File: src/rtl/multi_cycle_controller_pkg.sv
// Shared encodings for the multi-cycle MIPS-subset control unit: ALU ops, opcodes, functs, states.
// ILLEGAL_TRAP_EN adds the HALT state used to trap undefined instructions.
package multi_cycle_controller_pkg;

  localparam logic [2:0] ALU_ADD = 3'b010;
  localparam logic [2:0] ALU_SUB = 3'b110;
  localparam logic [2:0] ALU_AND = 3'b000;
  localparam logic [2:0] ALU_OR  = 3'b001;
  localparam logic [2:0] ALU_SLT = 3'b111;

  localparam logic [5:0] OP_RTYPE = 6'b000000;
  localparam logic [5:0] OP_ADDI  = 6'b001000;
  localparam logic [5:0] OP_SLTI  = 6'b001010;
  localparam logic [5:0] OP_LW    = 6'b100011;
  localparam logic [5:0] OP_SW    = 6'b101011;
  localparam logic [5:0] OP_BEQ   = 6'b000100;
  localparam logic [5:0] OP_J     = 6'b000010;
  localparam logic [5:0] OP_JAL   = 6'b000011;

  localparam logic [5:0] FN_ADD = 6'b100000;
  localparam logic [5:0] FN_SUB = 6'b100010;
  localparam logic [5:0] FN_AND = 6'b100100;
  localparam logic [5:0] FN_OR  = 6'b100101;
  localparam logic [5:0] FN_SLT = 6'b101010;
  localparam logic [5:0] FN_JR  = 6'b001000;

  typedef enum logic [2:0] {
    S_FETCH  = 3'd0,
    S_DECODE = 3'd1,
    S_EXEC   = 3'd2,
    S_MEM    = 3'd3,
    S_WB     = 3'd4,
`ifdef ILLEGAL_TRAP_EN
    S_JUMP   = 3'd5,
    S_HALT   = 3'd6
`else
    S_JUMP   = 3'd5
`endif
  } state_t;

  typedef enum logic [1:0] {
    RT_EXEC    = 2'd0,
    RT_JUMP    = 2'd1,
    RT_ILLEGAL = 2'd2
  } route_t;

  typedef struct packed {
    logic reg_dst;
    logic jal_reg;
    logic pc_to_reg;
    logic alu_src;
    logic mem_to_reg;
    logic jump_sel;
    logic pc_jump;
  } sel_t;

  function automatic logic is_alu_fn(input logic [5:0] fn);
    return (fn == FN_ADD) || (fn == FN_SUB) || (fn == FN_AND) ||
           (fn == FN_OR)  || (fn == FN_SLT);
  endfunction

  function automatic route_t route(input logic [5:0] op, input logic [5:0] fn);
    route_t r;
    r = RT_ILLEGAL;
    case (op)
      OP_RTYPE: begin
        if (fn == FN_JR)        r = RT_JUMP;
        else if (is_alu_fn(fn)) r = RT_EXEC;
      end
      OP_ADDI, OP_SLTI, OP_LW, OP_SW, OP_BEQ: r = RT_EXEC;
      OP_J, OP_JAL:                           r = RT_JUMP;
      default: ;
    endcase
    return r;
  endfunction

  // Datapath mux selects held for the whole instruction; undefined encodings select nothing.
  function automatic sel_t decode_sel(input logic [5:0] op, input logic [5:0] fn);
    sel_t s;
    s = '0;
    case (op)
      OP_RTYPE: begin
        if (fn == FN_JR)        s.pc_jump = 1'b1;
        else if (is_alu_fn(fn)) s.reg_dst = 1'b1;
      end
      OP_ADDI, OP_SLTI, OP_SW: s.alu_src = 1'b1;
      OP_LW: begin
        s.alu_src    = 1'b1;
        s.mem_to_reg = 1'b1;
      end
      OP_J: begin
        s.jump_sel = 1'b1;
        s.pc_jump  = 1'b1;
      end
      OP_JAL: begin
        s.jump_sel  = 1'b1;
        s.pc_jump   = 1'b1;
        s.jal_reg   = 1'b1;
        s.pc_to_reg = 1'b1;
      end
      default: ;
    endcase
    return s;
  endfunction

endpackage

File: src/rtl/multi_cycle_controller_alu_controller.sv
// Combinational ALU operation decode from opcode/funct.
module alu_controller
  import multi_cycle_controller_pkg::*;
(
  input  logic [5:0] op,
  input  logic [5:0] fn,
  output logic [2:0] alu_cntrl
);

  always_comb begin
    alu_cntrl = ALU_ADD;
    case (op)
      OP_BEQ:  alu_cntrl = ALU_SUB;
      OP_SLTI: alu_cntrl = ALU_SLT;
      OP_RTYPE: begin
        case (fn)
          FN_SUB:  alu_cntrl = ALU_SUB;
          FN_AND:  alu_cntrl = ALU_AND;
          FN_OR:   alu_cntrl = ALU_OR;
          FN_SLT:  alu_cntrl = ALU_SLT;
          default: alu_cntrl = ALU_ADD;
        endcase
      end
      default: alu_cntrl = ALU_ADD;
    endcase
  end

endmodule

File: src/rtl/multi_cycle_controller.sv
// Moore control FSM for the multi-cycle MIPS-subset datapath.
// Build option ILLEGAL_TRAP_EN: undefined instructions halt with illegal=1 instead of running as NOPs.
module multi_cycle_controller
  import multi_cycle_controller_pkg::*;
(
  input  logic       clk,
  input  logic       rst,
  input  logic [5:0] opcode,
  input  logic [5:0] funct,
  input  logic       ZERO,
  input  logic       mem_ready,
  output logic       reg_dst,
  output logic       jal_reg,
  output logic       pc_to_reg,
  output logic       alu_src,
  output logic       mem_to_reg,
  output logic       jump_sel,
  output logic       pc_jump,
  output logic       pc_src,
  output logic       reg_write,
  output logic       mem_read,
  output logic       mem_write,
  output logic [2:0] alu_cntrl,
  output logic       pc_write,
  output logic       instr_done,
  output logic       illegal
);

  state_t     state_q;
  logic [5:0] op_q;
  logic [5:0] fn_q;
  sel_t       sel_q;
  logic [2:0] alu_q;
  logic       reg_write_q;
  logic       mem_read_q;
  logic       mem_write_q;
  logic       pc_write_q;
  logic       done_q;
  logic       pc_src_en_q;
  logic [2:0] alu_next;
  route_t     rt;
  logic       is_lw;
  logic       is_sw;
  logic       sw_exit;
`ifdef ILLEGAL_TRAP_EN
  logic       illegal_q;
`endif

  // Decoded from the live instruction bits so the registered value lines up with op_q/fn_q in DECODE.
  alu_controller u_alu_controller (
    .op        (opcode),
    .fn        (funct),
    .alu_cntrl (alu_next)
  );

  assign rt    = route(op_q, fn_q);
  assign is_lw = (op_q == OP_LW);
  assign is_sw = (op_q == OP_SW);

  always_ff @(posedge clk or negedge rst) begin
    if (!rst) begin
      state_q     <= S_FETCH;
      op_q        <= '0;
      fn_q        <= '0;
      sel_q       <= '0;
      alu_q       <= '0;
      reg_write_q <= 1'b0;
      mem_read_q  <= 1'b0;
      mem_write_q <= 1'b0;
      pc_write_q  <= 1'b0;
      done_q      <= 1'b0;
      pc_src_en_q <= 1'b0;
`ifdef ILLEGAL_TRAP_EN
      illegal_q   <= 1'b0;
`endif
    end else begin
      // Strobes are registered for the state being entered and default low.
      reg_write_q <= 1'b0;
      mem_read_q  <= 1'b0;
      mem_write_q <= 1'b0;
      pc_write_q  <= 1'b0;
      done_q      <= 1'b0;
      pc_src_en_q <= 1'b0;
      case (state_q)
        S_FETCH: begin
          state_q <= S_DECODE;
          op_q    <= opcode;
          fn_q    <= funct;
          sel_q   <= decode_sel(opcode, funct);
          alu_q   <= alu_next;
`ifndef ILLEGAL_TRAP_EN
          if (route(opcode, funct) == RT_ILLEGAL) begin
            pc_write_q <= 1'b1;
            done_q     <= 1'b1;
          end
`endif
        end
        S_DECODE: begin
          case (rt)
            RT_EXEC: begin
              state_q <= S_EXEC;
              if (op_q == OP_BEQ) begin
                pc_write_q  <= 1'b1;
                done_q      <= 1'b1;
                pc_src_en_q <= 1'b1;
              end
            end
            RT_JUMP: begin
              state_q     <= S_JUMP;
              pc_write_q  <= 1'b1;
              done_q      <= 1'b1;
              reg_write_q <= (op_q == OP_JAL);
            end
            default: begin
`ifdef ILLEGAL_TRAP_EN
              state_q   <= S_HALT;
              illegal_q <= 1'b1;
`else
              state_q   <= S_FETCH;
`endif
              sel_q     <= '0;
              alu_q     <= ALU_ADD;
            end
          endcase
        end
        S_EXEC: begin
          if (op_q == OP_BEQ) begin
            state_q <= S_FETCH;
            sel_q   <= '0;
            alu_q   <= ALU_ADD;
          end else if (is_lw || is_sw) begin
            state_q     <= S_MEM;
            mem_read_q  <= is_lw;
            mem_write_q <= is_sw;
          end else begin
            state_q     <= S_WB;
            reg_write_q <= 1'b1;
            pc_write_q  <= 1'b1;
            done_q      <= 1'b1;
          end
        end
        S_MEM: begin
          if (!mem_ready) begin
            state_q     <= S_MEM;
            mem_read_q  <= is_lw;
            mem_write_q <= is_sw;
          end else if (is_lw) begin
            state_q     <= S_WB;
            reg_write_q <= 1'b1;
            pc_write_q  <= 1'b1;
            done_q      <= 1'b1;
          end else begin
            state_q <= S_FETCH;
            sel_q   <= '0;
            alu_q   <= ALU_ADD;
          end
        end
        S_WB, S_JUMP: begin
          state_q <= S_FETCH;
          sel_q   <= '0;
          alu_q   <= ALU_ADD;
        end
`ifdef ILLEGAL_TRAP_EN
        S_HALT: begin
          state_q <= S_HALT;
        end
`endif
        default: begin
          state_q <= S_FETCH;
          sel_q   <= '0;
          alu_q   <= ALU_ADD;
        end
      endcase
    end
  end

  // A store retires in the MEM cycle where memory completes, so its PC update follows mem_ready.
  assign sw_exit = (state_q == S_MEM) && is_sw && mem_ready;

  assign reg_dst    = sel_q.reg_dst;
  assign jal_reg    = sel_q.jal_reg;
  assign pc_to_reg  = sel_q.pc_to_reg;
  assign alu_src    = sel_q.alu_src;
  assign mem_to_reg = sel_q.mem_to_reg;
  assign jump_sel   = sel_q.jump_sel;
  assign pc_jump    = sel_q.pc_jump;
  assign pc_src     = pc_src_en_q & ZERO;
  assign reg_write  = reg_write_q;
  assign mem_read   = mem_read_q;
  assign mem_write  = mem_write_q;
  assign alu_cntrl  = alu_q;
  assign pc_write   = pc_write_q | sw_exit;
  assign instr_done = done_q | sw_exit;
`ifdef ILLEGAL_TRAP_EN
  assign illegal    = illegal_q;
`else
  assign illegal    = 1'b0;
`endif

endmodule

File: config.mk
export PLATFORM = sky130hd
export DESIGN_NAME = multi_cycle_controller
export DESIGN_NICKNAME = d
export VERILOG_FILES = /design/src/rtl/multi_cycle_controller_pkg.sv /design/src/rtl/multi_cycle_controller_alu_controller.sv /design/src/rtl/multi_cycle_controller.sv
export SDC_FILE = /design/constraint.sdc
export NUM_CORES = 1
export LEC_CHECK = 0
export ABC_AREA = 1
export ABC_CLOCK_PERIOD_IN_PS = 1600
export CAP_MARGIN = 25
export CORE_AREA = 2 2 61 63
export DETAILED_ROUTE_END_ITERATION = 12
export DIE_AREA = 0 0 63 65
export PLACE_DENSITY_LB_ADDON = 0.2
export SLEW_MARGIN = 10
export SYNTH_ARGS = -nofsm -noshare
export SYNTH_HDL_FRONTEND = slang
export SYNTH_SLANG_ARGS = --single-unit
File: constraint.sdc
create_clock -name clk -period 1.6 [get_ports clk]
set_clock_uncertainty 0.1 [all_clocks]
set_input_delay 0.4 -clock clk [delete_from_list [all_inputs] [get_ports clk]]
set_output_delay 0.4 -clock clk [all_outputs]
set_load 0.01 [all_outputs]
==> results of run 1 <==
[repair_timing]
item | 4_1_cts | 5_1_grt
gates resized for setup | 32 | 23
endpoints found under the setup margin | 23 | 15
setup buffers | 3 | 2
endpoints found under the hold margin | 0 | 0
gates cloned | 0 | 1
pin swaps | 3 | 3
hold buffers | 0 | 0
[synth_stat cells (3+ instances only)]
| library cell | instances |
|---|---|
| inv_2 | 5 |
| nor2_2 | 3 |
| nand3_2 | 3 |
| nand4_1 | 6 |
| dfrtp_1 | 29 |
| buf_4 | 3 |
| nand3_1 | 17 |
| nor2_1 | 35 |
| nand2_1 | 64 |
| o21ai_0 | 14 |
| inv_1 | 29 |
| a21oi_1 | 3 |
| nor2_4 | 4 |
[cell type report]
cell class                      count  area share [%]
Clock buffer                        7            2.16
Clock inverter                      1            1.18
Inverter                           34            5.00
Multi-Input combinational cell    165            34.9
Sequential cell                    29            28.5
Tap cell                           48            2.36
Timing Repair Buffer               78            25.9
[kinds of logic after synthesis]
family,synth area share (%)
AOI/OAI and AO/OA,8.09
buffers and inverters,9.44
DFF,43.4
other,0.225
and+or+nand+nor,38.8
[power by group through the flow]
| stage | combinational, mW | clock [mW] | sequential, mW |
|---|---|---|---|
| 6_report | 1.79 | 0.628 | 1.09 |
| 5_1_grt | 1.98 | 0.673 | 1.11 |
| 4_1_cts | 1.63 | 0.639 | 1.08 |
| 3_5_place_dp | 1.59 | 0 | 1.09 |
| 3_3_place_gp | 1.55 | 0 | 1.08 |
| 2_1_floorplan | 0.887 | 0 | 1.14 |
[how the worst min path moves through the flow]
stage,start,end,slack (ns),cells past startpoint
5_1_grt,rst,op_q[0],0.31,2
6_report,rst,fn_q[1],0.32,2
4_1_cts,rst,op_q[0],0.32,2
3_5_place_dp,mem_to_reg,mem_to_reg,0.36,2
3_3_place_gp,mem_to_reg,mem_to_reg,0.36,2
2_1_floorplan,rst,alu_cntrl[0],0.004,0
[through the flow]
| stage | setup slack [ns] | TNS, ns |
|---|---|---|
| finish | -0.230 | -1.04 |
| global placement | -0.543 | -3.38 |
| detailed placement | -0.568 | -3.57 |
| floorplan | 0.0145 | 0 |
| CTS | -0.228 | -0.455 |
| global route | -0.317 | -2.20 |
[critical path, cell delays in order, from the launching register on]
cell and delay, ns:
dfrtp_1 0.40, inv_2 0.07, nand2_2 0.06, nor2_2 0.12, nand2_2 0.09, o21bai_4 0.14, buf_2 0.14
[per-layer routing]
metal | global-route usage, % | wire (um) | vias to the layer above
li1 | - | - | 893
met5 | 0 | 0 | -
met4 | 9.72 | 114 | 0
met3 | 5.21 | 207 | 12
met1 | 22.3 | 1840 | 794
met2 | 35.9 | 1990 | 49
==> out/results.txt, run 1 <==
DR pass1 iterations: 4
Clock Root Buffer: clkbuf_4
Max Transition Viols Final: 0
Tightest Hold Check Type: in -> async
Area contributors post-synth: dfrtp_1, nand2_1, nor2_1, inv_1, nand3_1
Int Power: 2.06 mW
Post-DP Area: 2340 sq um
clock transition at the registers of the reported paths: 0.09 ns
DIE WIDTH: 63 um
area grow syn2layout: 52.7%
drt wl/cell: 11.5 um
critical path endpoint category: output port
Final Hold Fails: 0
R2R Setup Slk: -0.06 ns
clock group share of total power: 17.9%
# nets final: 329
top-area cell type share of the netlist area: 43.4%
status: finished with violations
Min Clock Period, post-route: 1.83 ns
Residual DRC: 0
commonest non-fill, non-tap cell in the layout: nand2_1
worst r2r dst: jal_reg
failing checks: setup timing
Critical Path End: pc_write
worst reg2reg path depth: 8
Synth Net Count: 248
Pwr Total: 3.51 mW
Mapped Area: 1670 sq um
htree depth: 2
Gate power share: 51.1%
yosys warns: 0
clock sinks: 29
Post-DRT Antenna Nets: 0
initial DRC count: 68
area leader, netlist: dfrtp_1
num rows: 22
Flop pwr share: 31.0%
crit-path max FO: 2
critical path type: reg -> out
num ports: 33
multi-input logic area: 891 sq um
Worst Setup SP: state_q[2]
gr usage total: 20.1%
most frequent cells in the layout: nand2_1, buf_4, nor2_1, dfrtp_1, inv_1
first-pass GRT wire length: 6470 um
fmax: 0.546 GHz
Top FF cell, synth: dfrtp_1
clock buffer count from CTS: 5
Vias/cell: 4.83
final setup fails: 13
initial core utilization: 47.8%
Power per Cell Area: 1370 nW/um^2
RD Place Congestion: 0.860
Hold Slack: 0.321 ns
Synth Area per Inst: 7.20 sq um
Worst Path Required: 1.10 ns
Netlist cell types: 28
die height: 65 um
Via Count: 1748
Mapped Cells: 232
post-synthesis sequential area ratio: 43.4%
# fillers: 278
fraction of registers with async set/reset: 100%
share of cells above drive strength 1: 30.6%
fin crit share: 114%
IO buf count: 31
Post-synth EDFFs: 0
number of synthesized register bits: 29
antenna cells: 0
placed insts: 348
clk_lat worst skew: 0.33 ns
core area: 3500 sq um
NetSw: 1.44 mW
Final WS setup: -0.230 ns
die area: 4100 sq um
final core utilization: 72.9%
CTS tree: done
Top Registers: fn_q (6), op_q (6)
Max VDD drop: 0.000673 V
initial antenna violation count: 0
CTS Buffer Depth: 2
sw frac: 41.2%
HPWL after detailed placement: 2990 um
Critical Path AT: 1.33 ns
Worst R2R Start: op_q[5]
Finished Layout Cells: 362
Leak Pwr: 1.40 nW
RSZ-0062 raised after global routing: yes
Post-Route WL: 4150 um
Max-Cap Viols: 0
largest net degree at the start of global routing: 30
gr ovfl total: 0
vias in the first global route: 1590
storage element area: 726 sq um
Finished Cell Area: 2550 sq um
Critical Path Start Type: register
Note: power is estimated with default switching activity, not from simulation.
==> run 2: changes to the inputs <==
PLACE_DENSITY_LB_ADDON = 0.1   (was 0.2)
==> run 2 against run 1 <==
Final cell count is 0.28% lower. Combinational power increased by 3%. Critical path type unchanged. The flow still finishes with violations (setup timing). Die area did not move. Core utilization is 0.86 points higher. Largest power group unchanged. Via count fell by 2.6%. Register-to-register slack got worse by 0.02 ns. Largest cell class unchanged. Routed wire length decreased by 1.4%.
==> out/results.txt, run 2 (synthesis results as in run 1) <==
critical path endpoint category: output port
drt wl/cell: 11.3 um
Worst Path Required: 1.10 ns
crit-path max FO: 2
CTS tree: done
R2R Setup Slk: -0.08 ns
most frequent cells in the layout: nand2_1, buf_4, dfrtp_1, inv_1, nor2_1
num ports: 33
vias in the first global route: 1668
Top Registers: fn_q (6), op_q (6)
fin crit share: 119%
htree depth: 2
CTS Buffer Depth: 2
Final Hold Fails: 0
core area: 3500 sq um
TNS Setup: -1.12 ns
cell family with most CP delay: flip-flops
final setup fails: 11
Final WS setup: -0.301 ns
IO buf count: 31
worst reg2reg path depth: 9
DR pass1 iterations: 4
failing checks: setup timing
worst r2r dst: pc_jump
fmax: 0.526 GHz
Post-DRT Antenna Nets: 0
Critical Path Start Type: register
Min Clock Period, post-route: 1.90 ns
Clock Root Buffer: clkbuf_4
num rows: 22
Tightest Hold Check Type: in -> async
clock transition at the registers of the reported paths: 0.11 ns
clock buffer count from CTS: 5
Critical Path AT: 1.40 ns
die height: 65 um
gr ovfl total: 0
hold buffers post-CTS: 0
clk_lat worst skew: 0.34 ns
Worst Setup SP: op_q[2]
Via Count: 1703
gr usage total: 21.5%
worst path buffer plus inverter count: 2
initial DRC count: 57
crit-path cells: inv_2 -> nand3_2 -> nor2_4 -> nand2_4 -> o21bai_4 -> buf_6
share of cells above drive strength 1: 33.2%
status: finished with violations
Max-Cap Viols: 0
CP peak stage delay: 0.41 ns
DIE WIDTH: 63 um
Power per Cell Area: 1340 nW/um^2
Pwr Total: 3.44 mW
initial core utilization: 47.8%
clock sinks: 29
final core utilization: 73.8%
Worst R2R Start: op_q[5]
Finished Cell Area: 2580 sq um
Post-Route WL: 4090 um
# nets final: 328
commonest non-fill, non-tap cell in the layout: nand2_1
area grow syn2layout: 54.5%
initial antenna violation count: 0
Critical Path End: instr_done
Max VDD drop: 0.000824 V
critical path type: reg -> out
RSZ-0062 raised after global routing: yes
first-pass GRT wire length: 6870 um
Critical Path Slowest Stage Cell: dfrtp_1
Vias/cell: 4.72
Hold Slack: 0.309 ns
largest net degree at the start of global routing: 30
Critical Path Stages: 6
Max Transition Viols Final: 0
Leak Pwr: 1.42 nW
Residual DRC: 0
HPWL after detailed placement: 3010 um
Post-DP Area: 2340 sq um
die area: 4100 sq um
RD Place Congestion: 0.838
antenna cells: 0
run 2: cell types whose count changed in the layout (fill, tap and decap cells not counted), moves of 2 or more:
cell,previous run,this run
nor2_1,29,25
buf_6,1,4
buf_2,3,1
buf_4,45,43
nand2_1,57,55
nor2_2,7,9
nor2_4,6,8
run 2: worst min path at each step:
stage / endpoint / cells after the start
2_1_floorplan: alu_cntrl[0] / 0
3_3_place_gp: alu_cntrl[2] / 2
3_5_place_dp: jump_sel / 2
4_1_cts: state_q[1] / 2
5_1_grt: state_q[0] / 2
6_report: state_q[0] / 2
run 2: worst reg2reg max path, cell delays in order (launching register included):
cell	delay, ns
dfrtp_1	0.40
buf_6	0.13
nor2_4	0.19
nand4_4	0.16
nand2_4	0.12
o21ai_4	0.07
nor2_4	0.19
nand2_4	0.11
nand2_2	0.06
nand2_1	0.05
run 2: report_power, final:
group	internal (mW)	switching (mW)
combinational	0.775	1.07
sequential	0.957	0.127
clock	0.254	0.264
total	1.99	1.46
run 2: area by class of cell:
type | instances | area, sq um
Clock buffer | 7 | 65.1
Clock inverter | 1 | 5.00
Fill cell | 289 | 916
Inverter | 34 | 128
Multi-Input combinational cell | 165 | 927
Sequential cell | 29 | 726
Tap cell | 48 | 60.1
Timing Repair Buffer | 77 | 669
run 2: timing repair:
action	4_1_cts	5_1_grt
cloned	0	1
setup buffers	1	6
pin swaps	1	15
endpoints found under the setup margin	16	14
gates resized for setup	27	42
run 2: routing by layer:
metal / vias up / part of all wire [%] / track usage, %
li1: 886 / - / -
met1: 779 / 44 / 24.7
met2: 30 / 51 / 38.7
met3: 8 / 2.8 / 4.34
met4: 0 / 2.2 / 9.17
met5: - / 0 / 0
run 2: stage by stage:
stage	instances	setup WS, ns
6_report	361	-0.301
5_1_grt	361	-0.375
4_1_cts	357	-0.271
3_5_place_dp	348	-0.559
3_3_place_gp	348	-0.543
2_1_floorplan	232	0.0145
